### config.mk
export PLATFORM = sky130hd
export DESIGN_NAME = therm_dac_seq
export DESIGN_NICKNAME = d
export VERILOG_FILES = /design/src/rtl/therm_dac_seq.sv
export SDC_FILE = /design/constraint.sdc
export NUM_CORES = 1
export LEC_CHECK = 0
export ABC_AREA = 1
export BUFFER_PORTS_ARGS = -buffer_cell sky130_fd_sc_hd__buf_4
export CORE_MARGIN = 5
export CORE_UTILIZATION = 45
export CTS_BUF_LIST = sky130_fd_sc_hd__clkbuf_4
export DETAILED_ROUTE_END_ITERATION = 7
export PLACE_DENSITY = 0.79
export SYNTH_ARGS = -nofsm -noshare
export SYNTH_HDL_FRONTEND = slang
export SYNTH_SLANG_ARGS = --single-unit
export TNS_END_PERCENT = 1
### constraint.sdc
create_clock -name clk -period 5.4 [get_ports clk]
set_clock_uncertainty 0.05 [all_clocks]
set_input_delay 0.54 -clock clk [delete_from_list [all_inputs] [get_ports clk]]
set_output_delay 0.54 -clock clk [all_outputs]
set_load 0.01 [all_outputs]
### src/rtl/therm_dac_seq.sv
// therm_dac_seq: thermometer-code DAC sequencer.
// Produces sawtooth, triangle or static levels at a programmable step rate and
// drives an N-bit unit-element select vector whose popcount always equals the
// level. Define THERM_DAC_DWA_EN to enable data-weighted-averaging rotation of
// the selected elements; without it elements fill from bit 0 upward.
module therm_dac_seq #(
    parameter  int N     = 4,
    parameter  int DIV_W = 8,
    localparam int CW    = $clog2(N + 1)
) (
    input  logic             clk,
    input  logic             rst,
    input  logic             en,
    input  logic [1:0]       mode,
    input  logic [DIV_W-1:0] div,
    input  logic             load,
    input  logic [CW-1:0]    code_in,
    output logic [N-1:0]     b,
    output logic [CW-1:0]    count,
    output logic             dir,
    output logic             step
);

    localparam logic [CW-1:0] N_C = CW'(N);

    logic [DIV_W-1:0] pc_q, pc_d;
    logic [CW-1:0]    count_q, count_d;
    logic             dir_q, dir_d;
    logic             step_q, step_d;
    logic [N-1:0]     b_q, b_d;
    logic [N-1:0]     therm_d;
    logic [CW-1:0]    load_val;
    logic             wrap;
    logic             rising;
    logic             upd;

`ifdef THERM_DAC_DWA_EN
    localparam int PW = $clog2(N);
    localparam int SW = CW + 1;
    logic [PW-1:0] ptr_q, ptr_d;
`endif

    assign load_val = (code_in > N_C) ? N_C : code_in;
    assign wrap     = en && (pc_q == div);

    // Prescaler, level and direction update; load overrides a coincident wrap.
    always_comb begin
        pc_d    = pc_q;
        count_d = count_q;
        dir_d   = dir_q;
        step_d  = 1'b0;
        upd     = 1'b0;
        rising  = dir_q;
        if (load) begin
            count_d = load_val;
            pc_d    = '0;
            dir_d   = (load_val != N_C);
            upd     = 1'b1;
        end else if (wrap) begin
            pc_d   = '0;
            step_d = 1'b1;
            case (mode)
                2'd0: begin
                    count_d = (count_q == N_C) ? '0 : count_q + CW'(1);
                    dir_d   = 1'b1;
                    upd     = 1'b1;
                end
                2'd1: begin
                    // At either rail the only legal move is away from it,
                    // whatever dir was left behind by another mode.
                    if (count_q == '0)
                        rising = 1'b1;
                    else if (count_q == N_C)
                        rising = 1'b0;
                    if (rising) begin
                        count_d = count_q + CW'(1);
                        dir_d   = (count_d != N_C);
                    end else begin
                        count_d = count_q - CW'(1);
                        dir_d   = (count_d == '0);
                    end
                    upd = 1'b1;
                end
                default: begin
                    // static: level held, only the step pulse is produced
                end
            endcase
        end else if (en) begin
            pc_d = pc_q + DIV_W'(1);
        end
    end

    // Thermometer code of the level being written this edge.
    for (genvar gi = 0; gi < N; gi++) begin : g_therm
        assign therm_d[gi] = (count_d > CW'(gi));
    end

`ifdef THERM_DAC_DWA_EN
    // Rotate the new code by the pointer, then advance the pointer past the
    // elements just used so consecutive codes walk around the array.
    always_comb begin
        b_d   = b_q;
        ptr_d = ptr_q;
        if (upd) begin
            b_d   = N'(({therm_d, therm_d} << ptr_q) >> N);
            ptr_d = PW'(((SW'(ptr_q) + SW'(count_d)) >= SW'(N))
                        ? (SW'(ptr_q) + SW'(count_d) - SW'(N))
                        : (SW'(ptr_q) + SW'(count_d)));
        end
    end
`else
    // Fixed element order: select vector is the plain thermometer code.
    always_comb begin
        b_d = upd ? therm_d : b_q;
    end
`endif

    // State registers with synchronous reset.
    always_ff @(posedge clk) begin
        if (rst) begin
            pc_q    <= '0;
            count_q <= '0;
            dir_q   <= 1'b1;
            step_q  <= 1'b0;
            b_q     <= '0;
`ifdef THERM_DAC_DWA_EN
            ptr_q   <= '0;
`endif
        end else begin
            pc_q    <= pc_d;
            count_q <= count_d;
            dir_q   <= dir_d;
            step_q  <= step_d;
            b_q     <= b_d;
`ifdef THERM_DAC_DWA_EN
            ptr_q   <= ptr_d;
`endif
        end
    end

    assign b     = b_q;
    assign count = count_q;
    assign dir   = dir_q;
    assign step  = step_q;

endmodule

* After elaboration in Yosys (flattened, before gate mapping)
Index checks and enable logic that the tools add are counted.
Operators by class: $add $sub $neg 3, multipliers 0, div/mod/pow operators 0, magnitude comparators 5, eq/ne operators 5, shifts and indexed selects 0, mux-type cells 19, bitwise logic cells 0, reduce and logical (&&, ||, !) cells 10
Operators by type and width (number):
- $mux W3 | 5
- $mux W1 | 12
- $add A8 B1 Y8 const B | 1
- $eq A8 B8 Y1 | 1
- $gt A3 B1 Y1 const B | 2
- $gt A3 B2 Y1 const B | 2
- $logic_not A3 Y1 | 2
- $ne A3 B3 Y1 const B | 2
- $pmux W3 S2 | 1
- $reduce_or A2 Y1 | 2
- $add A3 B1 Y3 const B | 1
- $eq A3 B3 Y1 const B | 1
- $gt A3 B3 Y1 const B | 1
- $reduce_bool A3 Y1 | 1
- $reduce_or A3 Y1 | 1
- $sub A3 B1 Y3 const B | 1
- $eq A2 B1 Y1 const B | 1
- $logic_not A2 Y1 | 1
- $pmux W1 S2 | 1
- $reduce_and A2 Y1 | 1
- $reduce_bool A2 Y1 | 1
- $logic_and A1 B1 Y1 | 1
Word-level totals: bits in registers 17, latch bits 0, RAM bits 0, ROM bits 0, logic and storage cells 47, memories 0

* Longest topological paths before layout
Gate-level depths: netlist (run 1).
depth after elaboration 11, mapped depth 16, depth with buffers taken out 16

* Worst setup path before layout (run 1)
Ideal clock, no wire load.
path kind reg2reg, start point register count_q[0], in the netlist count[0], end point register b_q[1], in the netlist b[1], setup time 0.130 ns, arrival time 1.751 ns, data required time 5.220 ns, slack 3.469 ns, cell stages (with the launch flop) 13, cells stage by stage dfxtp_1 > inv_1 > ha_1 > nand2_1 > inv_1 > nor2_1 > inv_1 > a21oi_1 > nor2_1 > a21boi_0 > nand2_1 > o21ai_0 > a21oi_1
On the way: longest elaborated chain between the ends 11
Ends and longest elaborated chain:
- from (decl) | line 27 | logic [CW-1:0] count_q, count_d;
- from (signal assigned) | line 131 | count_q <= count_d;
- $eq A3 B3 Y1 | line 64, 73
- $mux W1 | line 73 | else if (count_q == N_C)
- $mux W1 | line 71 | if (count_q == '0)
- $mux W1 | line 62 | case (mode)
- $mux W1 | line 59 | end else if (wrap) begin
- $mux W1 | line 54 | if (load) begin
- $mux W3 | line 75 | if (rising) begin
- $pmux W3 S2 | line 62
- $mux W3 (*) | line 59
- $mux W3 (*) | line 54
- $gt A3 B1 Y1 (*) | line 95 | assign therm_d[gi] = (count_d > CW'(gi));
- to (signal assigned) | line 125 | b_q <= '0;
- to (signal assigned) | line 134 | b_q <= b_d;
- to (decl) | line 30 | logic [N-1:0] b_q, b_d;
Mark *: on every way between the ends. The rest lies on a longest branch, timed or not. The select of a mux whose other input is x is not followed. A chain may end at the register's enable or synchronous reset.

* Final worst setup path (run 1)
Same ends and word-level chain as after synthesis.

==> impl_results.md, run 1 <==
* Setup violations, final at 0
* Cell area after layout at 1480 um^2
* CP Data Required Time at 5550 ps
* WL final at 2.67 mm
* Leak Pwr at 0.747 nW
* Leading area contributor after synthesis: dfxtp_1
* Post-synth cell types at 28
* Die Footprint at 3900 um^2
* Crit path cell chain: inv_1 > ha_1 > nand2_1 > inv_1 > nor2_1 > inv_1 > a21oi_1 > nor2_1 > a21boi_0 > nand2_1 > o21ai_0 > a21oi_1
* Data arrival time of the worst path at 2200 ps
* Die Span X at 62.5 um
* Status: finished clean
* Slowest-stage cell, CP: dfxtp_1
* Setup Total Neg Slack at 0 ps
* RSZ-0062 raised after global routing: no
* TritonCTS Sinks at 17
* CP max FO at 6
* Post-route ant nets at 0
* Global-route wire length before repair at 4.53 mm
* Largest cells by area after synthesis: dfxtp_1 (27%), nand2_1 (18%), inv_1 (8.2%), nor2_1 (8.2%), ha_1 (6.1%)
* DR vias at 1,243
* # diodes at 0
* Post-Syn Area at 1240 um^2
* GRT overflow at 0
* Critical path's largest stage delay at 440 ps
* Max Cap Violations at 0
* Cts bufs inserted at 3
* Worst hold path stage count at 2
* Yosys warns at 0
* Compound-Gate Fraction of Synth Area at 9.39%
* Crit end category: register
* GRT Overall Usage at 13.8%
* Slew Viols, Final at 0
* Multiplexer area fraction after synthesis at 0%
* Reg2Reg Launch Point: count[0]
* Syn Inst Count at 202
* Vias in the first global route at 1,075
* Layout cells sized above 1 at 21.4%
* Fin crit period at 2050 ps
* Final net count at 253
* CP startpoint kind: register
* Largest net degree at the start of global routing at 11
* Top-area cell type share of the netlist area at 27.5%
* CP most frequent cell: inv_1
* CTS tree: done
* CORE AREA at 2690 um^2
* Fmax at 487 MHz
* Hpwl dp at 2.20 mm
* Root Buffer Master: clkbuf_4
* I/O pin count at 26
* Largest family of logic cells by synthesized area: simple AND/OR/NAND/NOR gates
* Adder-Cell Fraction of Synth Area at 6.06%
* Critical path type: register to register
* Max VDD drop at 0.162 mV
* Drt drc at 0
* Worst Max-Slew Pin Slew at 340 ps
* # resized after CTS at 0
* XOR/XNOR Fraction of Synth Area at 4.24%
* Row cnt at 19
* Post-synthesis sequential area ratio at 27.5%
* Reg2reg setup slack at 3350 ps
* First drt pass iteration count at 4
* Post-Syn Nets at 225
* H-Tree Depth at 1
* Hold Path Class: primary input to register
* Clock transition at path regs at 110 ps
* Starting Density at 46.1%
* Via/cell ratio at 4.78
* Deepest clock path buffer count at 2
* Register bit total from synthesis at 17
* Setup Buffers After CTS at 0
* Worst Reg-to-Reg Cells at 12
* Port bufs at 25
* Fin crit share at 38.0%
* Slew headroom at 77.3%
* Wire per inst at 10.3 um
* PD cells at 178 nW/um^2
* Area Growth Syn to Fin at 19.8%
* Latest clock arrival within the worst-skew pair at 290 ps
* Initial drt markers at 35
* GP Congestion at 0.860
* Initial antenna violation count at 0
* Syn avg cell area at 6.13 um^2
* FF-to-FF End: b[1]
* Final Hold Vio Count at 0
* Synth Area in Simple Gates at 42.1%
* Dpl cell area at 1460 um^2
* Worst Hold Launch: load
* Die Y-Extent at 62.5 um
* Min-Delay Endpoint: step
* Hold buffers post-CTS at 0
* Layout fillers at 286
* Hold slack at 391 ps
[metal layers]
layer	global-route usage (%)	vias to the layer above	routed length, um	share of wire [%]
met5	0	-	0	0
met4	5.57	0	42	1.6
met3	2.52	5	96	3.6
met2	22.5	18	1220	46
met1	17.7	540	1310	49
li1	-	680	-	-
[layout by cell type, fill, tap and decap left out, drive strengths merged]
master  synthesis  layout
xnor2           2       2
a21boi          1       1
clkinv          0       1
nor2           29      29
inv            33      33
nor3b           2       2
a31oi           1       1
xor2            4       4
clkbuf          0       3
o211ai          1       1
nand4           2       2
dfxtp          17      17
nor3            2       2
o21ai           3       3
a21oi          10      10
nor4            1       1
o21bai          3       3
ha              6       6
nand3          12      12
nand3b          1       1
nand2          70      70
buf             2      25
[worst max-delay path: cells and delay by family (launching register included)]
family          cells  cell delay [ps]
flops               1              440
buf+inv             3              250
fa+ha+maj           1              240
compound gates      4              520
simple gates        4              470
[metrics by stage]
stage	power, mW	instances	worst slack (ps)	utilization [%]
after floorplan	0.173	202	3470	-
after global placement	0.196	256	3430	54.2
after detailed placement	0.197	256	3340	54.2
after CTS	0.267	260	3330	55.2
after global routing	0.283	260	3030	55.2
final	0.264	260	3350	55.2
[cell type report]
type	count	area [um^2]	area share, %
multi-input combinational	150	766	51.6
sequential	17	340	22.9
timing repair buffer	25	188	12.6
inverter	33	124	8.35
tap	31	38.8	2.61
clock buffer	3	22.5	1.52
clock inverter	1	5.00	0.337
[flip-flops by register name, summed over array words and instances, names as in the netlist]
register and flops:
b 4, count 3, dir 1, pc_q 8, step 1
[power by group]
group | leakage [nW] | internal (mW) | switching, mW | total (mW)
clock network | 0.0177 | 0.0276 | 0.0432 | 0.0708
logic | 0.591 | 0.0268 | 0.0331 | 0.0599
registers | 0.139 | 0.130 | 0.00392 | 0.134
total | 0.747 | 0.184 | 0.0802 | 0.264
[synthesized netlist by cell type (all sizes together)]
library cell	n
nand2	70
inv	33
nor2	29
dfxtp	17
nand3	12
a21oi	10
ha	6
xor2	4
o21ai	3
o21bai	3
buf	2
nand4	2
nor3	2
nor3b	2
xnor2	2
a21boi	1
a31oi	1
nand3b	1
nor4	1
o211ai	1
[kinds of logic after synthesis]
family	Yosys count
simple gates	119
buf+inv	35
compound gates	19
flops	17
xor+xnor	6
fa+ha+maj	6
[how the worst max path moves through the flow]
stage,from,to,slack [ps],cells past startpoint
floorplan,count[0],b[1],3470,12
detailed placement,count[0],b[1],3340,12
global placement,count[0],b[1],3430,12
CTS,count[0],b[1],3330,12
finish,count[0],b[1],3350,12
global route,count[0],b[1],3030,12
No activity file was read; power rests on OpenSTA's default activity.
==> run 2, diff against run 1 <==
Settings changed: ABC_AREA 1 to 0, PLACE_DENSITY 0.79 to 0.83.
Clock period 5.4 ns to 1.8 ns, I/O delays scaled along.
==> run 2 against run 1 <==
  * The flow now finishes with violations (negative setup slack)
  * Critical endpoint is now b[2]
  * Synthesized cell count down 38%
  * Highest routed layer unchanged
  * Clock power rose to 3.2 times the previous value
  * Utilization up 17 points
  * Critical path depth decreased by 3
  * Wire length grew 19%
  * First-iteration DRC count increased by 29%
  * Register-to-register slack worse by 3600 ps
  * Sequential share of layout area fell by 1.5 points
  * Largest cell class unchanged
==> impl_results.md, run 2 <==
* Status: finished, violations left (was finished clean)
* Failing checks: negative setup slack
* PnR worst setup slack at -216 ps (was 3350 ps)
* Drt drc at 0 (unchanged)
* Reg2Reg Launch Point: count[0] (unchanged)
* Initial drt markers at 45 (was 35)
* Critical path type: register to register (unchanged)
* RSZ-0062 raised after global routing: yes (was no)
* Wire per inst at 15.5 um (was 10.3 um)
* Min-Delay Endpoint: step (unchanged)
* Max VDD drop at 0.408 mV (was 0.162 mV)
* PD cells at 532 nW/um^2 (was 178 nW/um^2)
* CORE AREA at 2250 um^2 (was 2690 um^2)
* GP Congestion at 0.902 (was 0.860)
* FF-to-FF End: b[2] (was b[1])
* Syn Inst Count at 125 (was 202)
* Hold buffers post-CTS at 0 (unchanged)
* Tot Pwr at 0.867 mW (was 0.264 mW)
* Hold Path Class: primary input to register (unchanged)
* Post-synthesis sequential area ratio at 31.3% (was 27.5%)
* Largest net degree at the start of global routing at 12 (was 11)
* WL final at 3.17 mm (was 2.67 mm)
* Placed Cells at 195 (was 256)
* Global-route wire length before repair at 4.77 mm (was 4.53 mm)
* Final Hold Vio Count at 0 (unchanged)
* FFs w/ async S/R, synth at 0% (unchanged)
* Worst Reg-to-Reg Cells at 9 (was 12)
* Latest clock arrival within the worst-skew pair at 300 ps (was 290 ps)
* TritonCTS Sinks at 17 (unchanged)
* Final net count at 200 (was 253)
* Layout cells sized above 1 at 48.3% (was 21.4%)
* First drt pass iteration count at 4 (unchanged)
* GRT overflow at 0 (unchanged)
* CP Data Required Time at 1960 ps (was 5550 ps)
* Die Y-Extent at 59.2 um (was 62.5 um)
* Root Buffer Master: clkbuf_4 (unchanged)
* CP max FO at 3 (was 6)
* Top-area cell type share of the netlist area at 31.3% (was 27.5%)
* Largest cells by area after synthesis: dfxtp_1 (31%), xnor2_1 (7.2%), ha_1 (6.9%), nor2_1 (6.9%), xor2_1 (5.6%) (was dfxtp_1 (27%), nand2_1 (18%), inv_1 (8.2%), nor2_1 (8.2%), ha_1 (6.1%))
* Worst Max-Slew Pin Slew at 531 ps (was 340 ps)
* Post-synth EDFFs at 0 (unchanged)
* Fin crit share at 112% (was 38.0%)
* Syn avg cell area at 8.71 um^2 (was 6.13 um^2)
* Fin cells at 204 (was 260)
* Count leader, synth: nor2_1 (was nand2_1)
* Initial antenna violation count at 0 (unchanged)
* Final core occ at 72.3% (was 55.2%)
* Fin crit period at 2020 ps (was 2050 ps)
* Biggest register: pc_q (unchanged)
* Cts bufs inserted at 3 (unchanged)
* H-Tree Depth at 1 (unchanged)
* DR vias at 1,133 (was 1,243)
* Crit end category: register (unchanged)
* Post-synth top flop: dfxtp_1 (unchanged)
* Deepest clock path buffer count at 2 (unchanged)
* Max Cap Violations at 0 (unchanged)
* CP startpoint kind: register (unchanged)
* Area Growth Syn to Fin at 49.8% (was 19.8%)
* Synth cell count leaders: nor2_1 (20), dfxtp_1 (17), nand2_1 (10) (was nand2_1 (61), inv_1 (27), nor2_1 (27))
* Post-Syn Nets at 148 (was 225)
* Leading area contributor after synthesis: dfxtp_1 (unchanged)
* Die Span X at 59.2 um (was 62.5 um)
* CTS tree: done (unchanged)
* Setup Total Neg Slack at -746 ps (was 0 ps)
* Most frequent cells in the layout: buf_4 (50), nor2_1 (20), dfxtp_1 (14), nand2_1 (9), xor2_1 (7) (was nand2_1 (61), inv_1 (27), nor2_1 (27), buf_4 (25), dfxtp_1 (17))
* Die Footprint at 3500 um^2 (was 3900 um^2)
* Hpwl dp at 2.29 mm (was 2.20 mm)
* Worst hold path stage count at 2 (unchanged)
* I/O pin count at 26 (unchanged)
* Setup violations, final at 6 (was 0)
* Most common cell after layout, fill and taps aside: buf_4 (was nand2_1)
* Post-Syn Area at 1090 um^2 (was 1240 um^2)
* Row cnt at 17 (was 19)
* Number of flip-flops in the largest register at 8 (unchanged)
* Via/cell ratio at 5.55 (was 4.78)
* Setup WS pre-CTS at -180 ps (was 3340 ps)
* Post-synth cell types at 44 (was 28)
* Register bit total from synthesis at 17 (unchanged)
* Slew headroom at 64.2% (was 77.3%)
* Fmax at 496 MHz (was 487 MHz)
* Leak Pwr at 0.707 nW (was 0.747 nW)
* Reg2reg setup slack at -220 ps (was 3350 ps)
* Worst Hold Launch: load (unchanged)
* Data arrival time of the worst path at 2180 ps (was 2200 ps)
* Starting Density at 48.3% (was 46.1%)
* Yosys warns at 0 (unchanged)
* Critical path origin: count[0] (unchanged)
* Clock transition at path regs at 100 ps (was 110 ps)
* GRT Overall Usage at 18.2% (was 13.8%)
* Slew Viols, Final at 0 (unchanged)
* Post-route ant nets at 0 (unchanged)
* Port bufs at 25 (unchanged)
* Vias in the first global route at 1,128 (was 1,075)
* # diodes at 0 (unchanged)
run 2: cell count changes after synthesis, sizes merged, moves of 3 or more:
| cell | previous run | this run |
|---|---|---|
| nand2 | 70 | 10 |
| inv | 33 | 7 |
| nand3 | 12 | 2 |
| nor2 | 29 | 20 |
| xnor2 | 2 | 9 |
| a21oi | 10 | 5 |
| o21bai | 3 | 0 |
| xor2 | 4 | 7 |
run 2: routing by layer:
layer	global-route usage [%]	share of wire, %
met3	3.70	6.2
met2	34.9	54
met5	0	0
met4	9.71	3.7
met1	17.9	36
run 2: how the worst max path moves through the flow:
stage / endpoint / slack [ps] / cells after the start
after CTS: b[1] / -110 / 6
after global placement: b[2] / -70 / 8
after floorplan: b[1] / -50 / 6
final: b[2] / -220 / 9
after global routing: b[2] / -250 / 9
after detailed placement: b[2] / -180 / 8
run 2: kinds of logic (layout without fill, tap and decap cells):
group                    Yosys count  count (layout)  share of synthesized area, %
AND/OR/NAND/NOR                   51              51                          26.6
AO/OA/AOI/OAI                     23              23                          16.9
flip-flops                        17              17                          31.3
XOR/XNOR                          16              16                          12.9
buffers and inverters             10              61                          3.68
adder cells (fa/ha/maj)            6               6                          6.90
multiplexers                       2               2                          1.84
run 2: cell type report:
type                    count  area, um^2
clock buffers               4        30.0
fillers                   190         624
inverters                   7        28.8
multi-input cells          98         812
flip-flops and latches     17         349
well taps                  28        35.0
repair buffers             50         375
run 2: critical path, stage by stage (launching register included):
cell and delay (ps):
dfxtp_4 370, inv_4 40, ha_4 150, or2_4 230, and2_4 150, o211ai_1 220, buf_4 180, o311ai_4 90
a32o_1 250, a311oi_2 210
run 2: stage by stage:
| step | area (um^2) | hold slack (ps) |
|---|---|---|
| final | 1630 | 86.6 |
| after global routing | 1630 | 80.4 |
| after CTS | 1560 | 65.7 |
| after detailed placement | 1480 | 386 |
| after global placement | 1480 | 378 |
| after floorplan | 1120 | 347 |
run 2: where the power goes:
group	leakage, nW	switching [mW]	internal, mW
combinational	0.548	0.117	0.123
sequential	0.141	0.00961	0.387
clock	0.0184	0.129	0.101
total	0.707	0.255	0.612
run 2: what timing repair did:
item                       CTS  global route
resized for setup            7             9
setup endpoints to repair    6            15
setup buffers                2             3
pin swaps                    6             4
==> run 3, diff against run 2 <==
Settings changed: ABC_AREA 0 to not set.
Clock period 1.8 ns to 1.65 ns, I/O delays scaled along.
==> run 3 against run 2 <==
  * The run still ends with negative setup slack left
  * Wire length down 6.3%
  * Worst hold slack got worse by 35 ps
  * Register-to-register slack lost 80 ps
  * Sequential power rose by 9.1%
  * Utilization decreased by 1.4 points
  * Clock power rose by 2%
  * Combinational power up 5%
==> impl_results.md, run 3 (same netlist as run 2, synthesis figures left out) <==
* Vias in the first global route at 1,167 (was 1,128)
* Data arrival time of the worst path at 2120 ps (was 2180 ps)
* Leak Pwr at 0.688 nW (was 0.707 nW)
* Final Hold Vio Count at 0 (unchanged)
* RSZ-0062 raised after global routing: yes (unchanged)
* Met2 wire length at 1.58 mm (was 1.70 mm)
* Most frequent cells in the layout: buf_4 (50), nor2_1 (20), dfxtp_1 (14), nand2_1 (9), xor2_1 (7) (unchanged)
* # diodes at 0 (unchanged)
* Uppermost layer routed: met4 (unchanged)
* Setup Total Neg Slack at -1370 ps (was -746 ps)
* Hold Path Class: primary input to register (unchanged)
* Worst Max-Slew Pin Slew at 349 ps (was 531 ps)
* CP Data Required Time at 1820 ps (was 1960 ps)
* CP startpoint kind: register (unchanged)
* Slew Viols, Final at 0 (unchanged)
* H-Tree Depth at 1 (unchanged)
* Dpl cell area at 1490 um^2 (was 1480 um^2)
* DR vias at 1,117 (was 1,133)
* Biggest register: pc_q (unchanged)
* Met3 WL at 174 um (was 195 um)
* Layout cells sized above 1 at 46.6% (was 48.3%)
* Multi-input logic area at 779 um^2 (was 812 um^2)
* Hold slack at 51.4 ps (was 86.6 ps)
* Initial drt markers at 25 (was 45)
* Fin cells at 204 (unchanged)
* Status: finished, violations left (unchanged)
* CTS tree: done (unchanged)
* Die Span X at 59.2 um (unchanged)
* CP max FO at 4 (was 3)
* Critical path type: register to register (unchanged)
* Hold buffers post-CTS at 0 (unchanged)
* Starting Density at 48.3% (unchanged)
* Placed Cells at 196 (was 195)
* Register area at 349 um^2 (unchanged)
* Post-route ant nets at 0 (unchanged)
* Largest net degree at the start of global routing at 12 (unchanged)
* GRT Overall Usage at 18.1% (was 18.2%)
* PnR worst setup slack at -298 ps (was -216 ps)
* Die Y-Extent at 59.2 um (unchanged)
* Setup WS pre-CTS at -365 ps (was -180 ps)
* Die Footprint at 3500 um^2 (unchanged)
* Final core occ at 70.9% (was 72.3%)
* I/O pin count at 26 (unchanged)
* Layout fillers at 184 (was 190)
* Failing checks: negative setup slack (unchanged)
* Tot Pwr at 0.918 mW (was 0.867 mW)
* Cts bufs inserted at 3 (unchanged)
* Max VDD drop at 0.511 mV (was 0.408 mV)
* Global-route wire length before repair at 4.90 mm (was 4.77 mm)
* Drt drc at 0 (unchanged)
* Routed metal-1 wire length at 1.10 mm (was 1.16 mm)
* Clock transition at path regs at 110 ps (was 100 ps)
* Number of flip-flops in the largest register at 8 (unchanged)
* Fin crit period at 1950 ps (was 2020 ps)
* Hpwl dp at 2.26 mm (was 2.29 mm)
* GP Congestion at 0.904 (was 0.902)
* Deepest clock path buffer count at 2 (unchanged)
* WL final at 2.97 mm (was 3.17 mm)
* Initial antenna violation count at 0 (unchanged)
* Fmax at 513 MHz (was 496 MHz)
* CORE AREA at 2250 um^2 (unchanged)
* Most common cell after layout, fill and taps aside: buf_4 (unchanged)
* Max Cap Violations at 0 (unchanged)
* Crit end category: register (unchanged)
* GRT overflow at 0 (unchanged)
* Slew headroom at 76.5% (was 64.2%)
* Area Growth Syn to Fin at 46.8% (was 49.8%)
* TritonCTS Sinks at 17 (unchanged)
* Cell area after layout at 1600 um^2 (was 1630 um^2)
* Row cnt at 17 (unchanged)
* PD cells at 575 nW/um^2 (was 532 nW/um^2)
* Latest clock arrival within the worst-skew pair at 310 ps (was 300 ps)
* Fin crit share at 118% (was 112%)
* First drt pass iteration count at 4 (unchanged)
* Final net count at 200 (unchanged)
* Port bufs at 25 (unchanged)
* Root Buffer Master: clkbuf_4 (unchanged)
* Wire per inst at 14.6 um (was 15.5 um)
* Setup violations, final at 6 (unchanged)
* Via/cell ratio at 5.48 (was 5.55)
-- run 3: changes by cell type in the layout (fill, tap and decap cells not counted), sizes merged --
cell,before,now
clkbuf,4,3
clkinv,0,1
-- run 3: final timing paths --
| kind | from | endpoint | slack, ps | cells past startpoint |
|---|---|---|---|---|
| worst min register to register | b[3] | b[3] | 430 | 2 |
| worst max register to register | count[1] | b[2] | -300 | 8 |
| worst min-delay path | rst | b[1] | 50 | 2 |
| worst max-delay path | count[1] | b[2] | -300 | 8 |
-- run 3: critical path, cell delays in order, from the launching register on --
cell and delay [ps]:
dfxtp_4 370, inv_4 40, ha_4 150, or2_4 240, and2_4 150, o211ai_1 270
o311ai_2 120, a32o_2 250, a311oi_2 220
-- run 3: repair_timing --
item                                    4_1_cts  5_1_grt
setup buffers                                 2        2
resized for setup                             9        2
endpoints found under the setup margin       15       16
pin swaps                                     9       10
-- run 3: area by class of cell --
class	instances	share of cell area, %
clock inverter	1	0.313
tap	28	2.19
sequential	17	21.8
inverter	7	1.96
multi-input combinational	98	48.8
timing repair buffer	50	23.5
clock buffer	3	1.41
-- run 3: power by group --
group,switching (mW),leakage [nW],internal (mW),total (mW)
clock,0.143,0.0177,0.0906,0.234
sequential,0.0108,0.141,0.423,0.433
combinational,0.120,0.529,0.130,0.251
total,0.275,0.688,0.644,0.918
-- run 3: per-layer routing --
| metal | up-vias | GRT usage [%] |
|---|---|---|
| met5 | - | 0 |
| li1 | 542 | - |
| met1 | 521 | 19.0 |
| met3 | 13 | 2.40 |
| met4 | 0 | 10.4 |
| met2 | 41 | 33.7 |
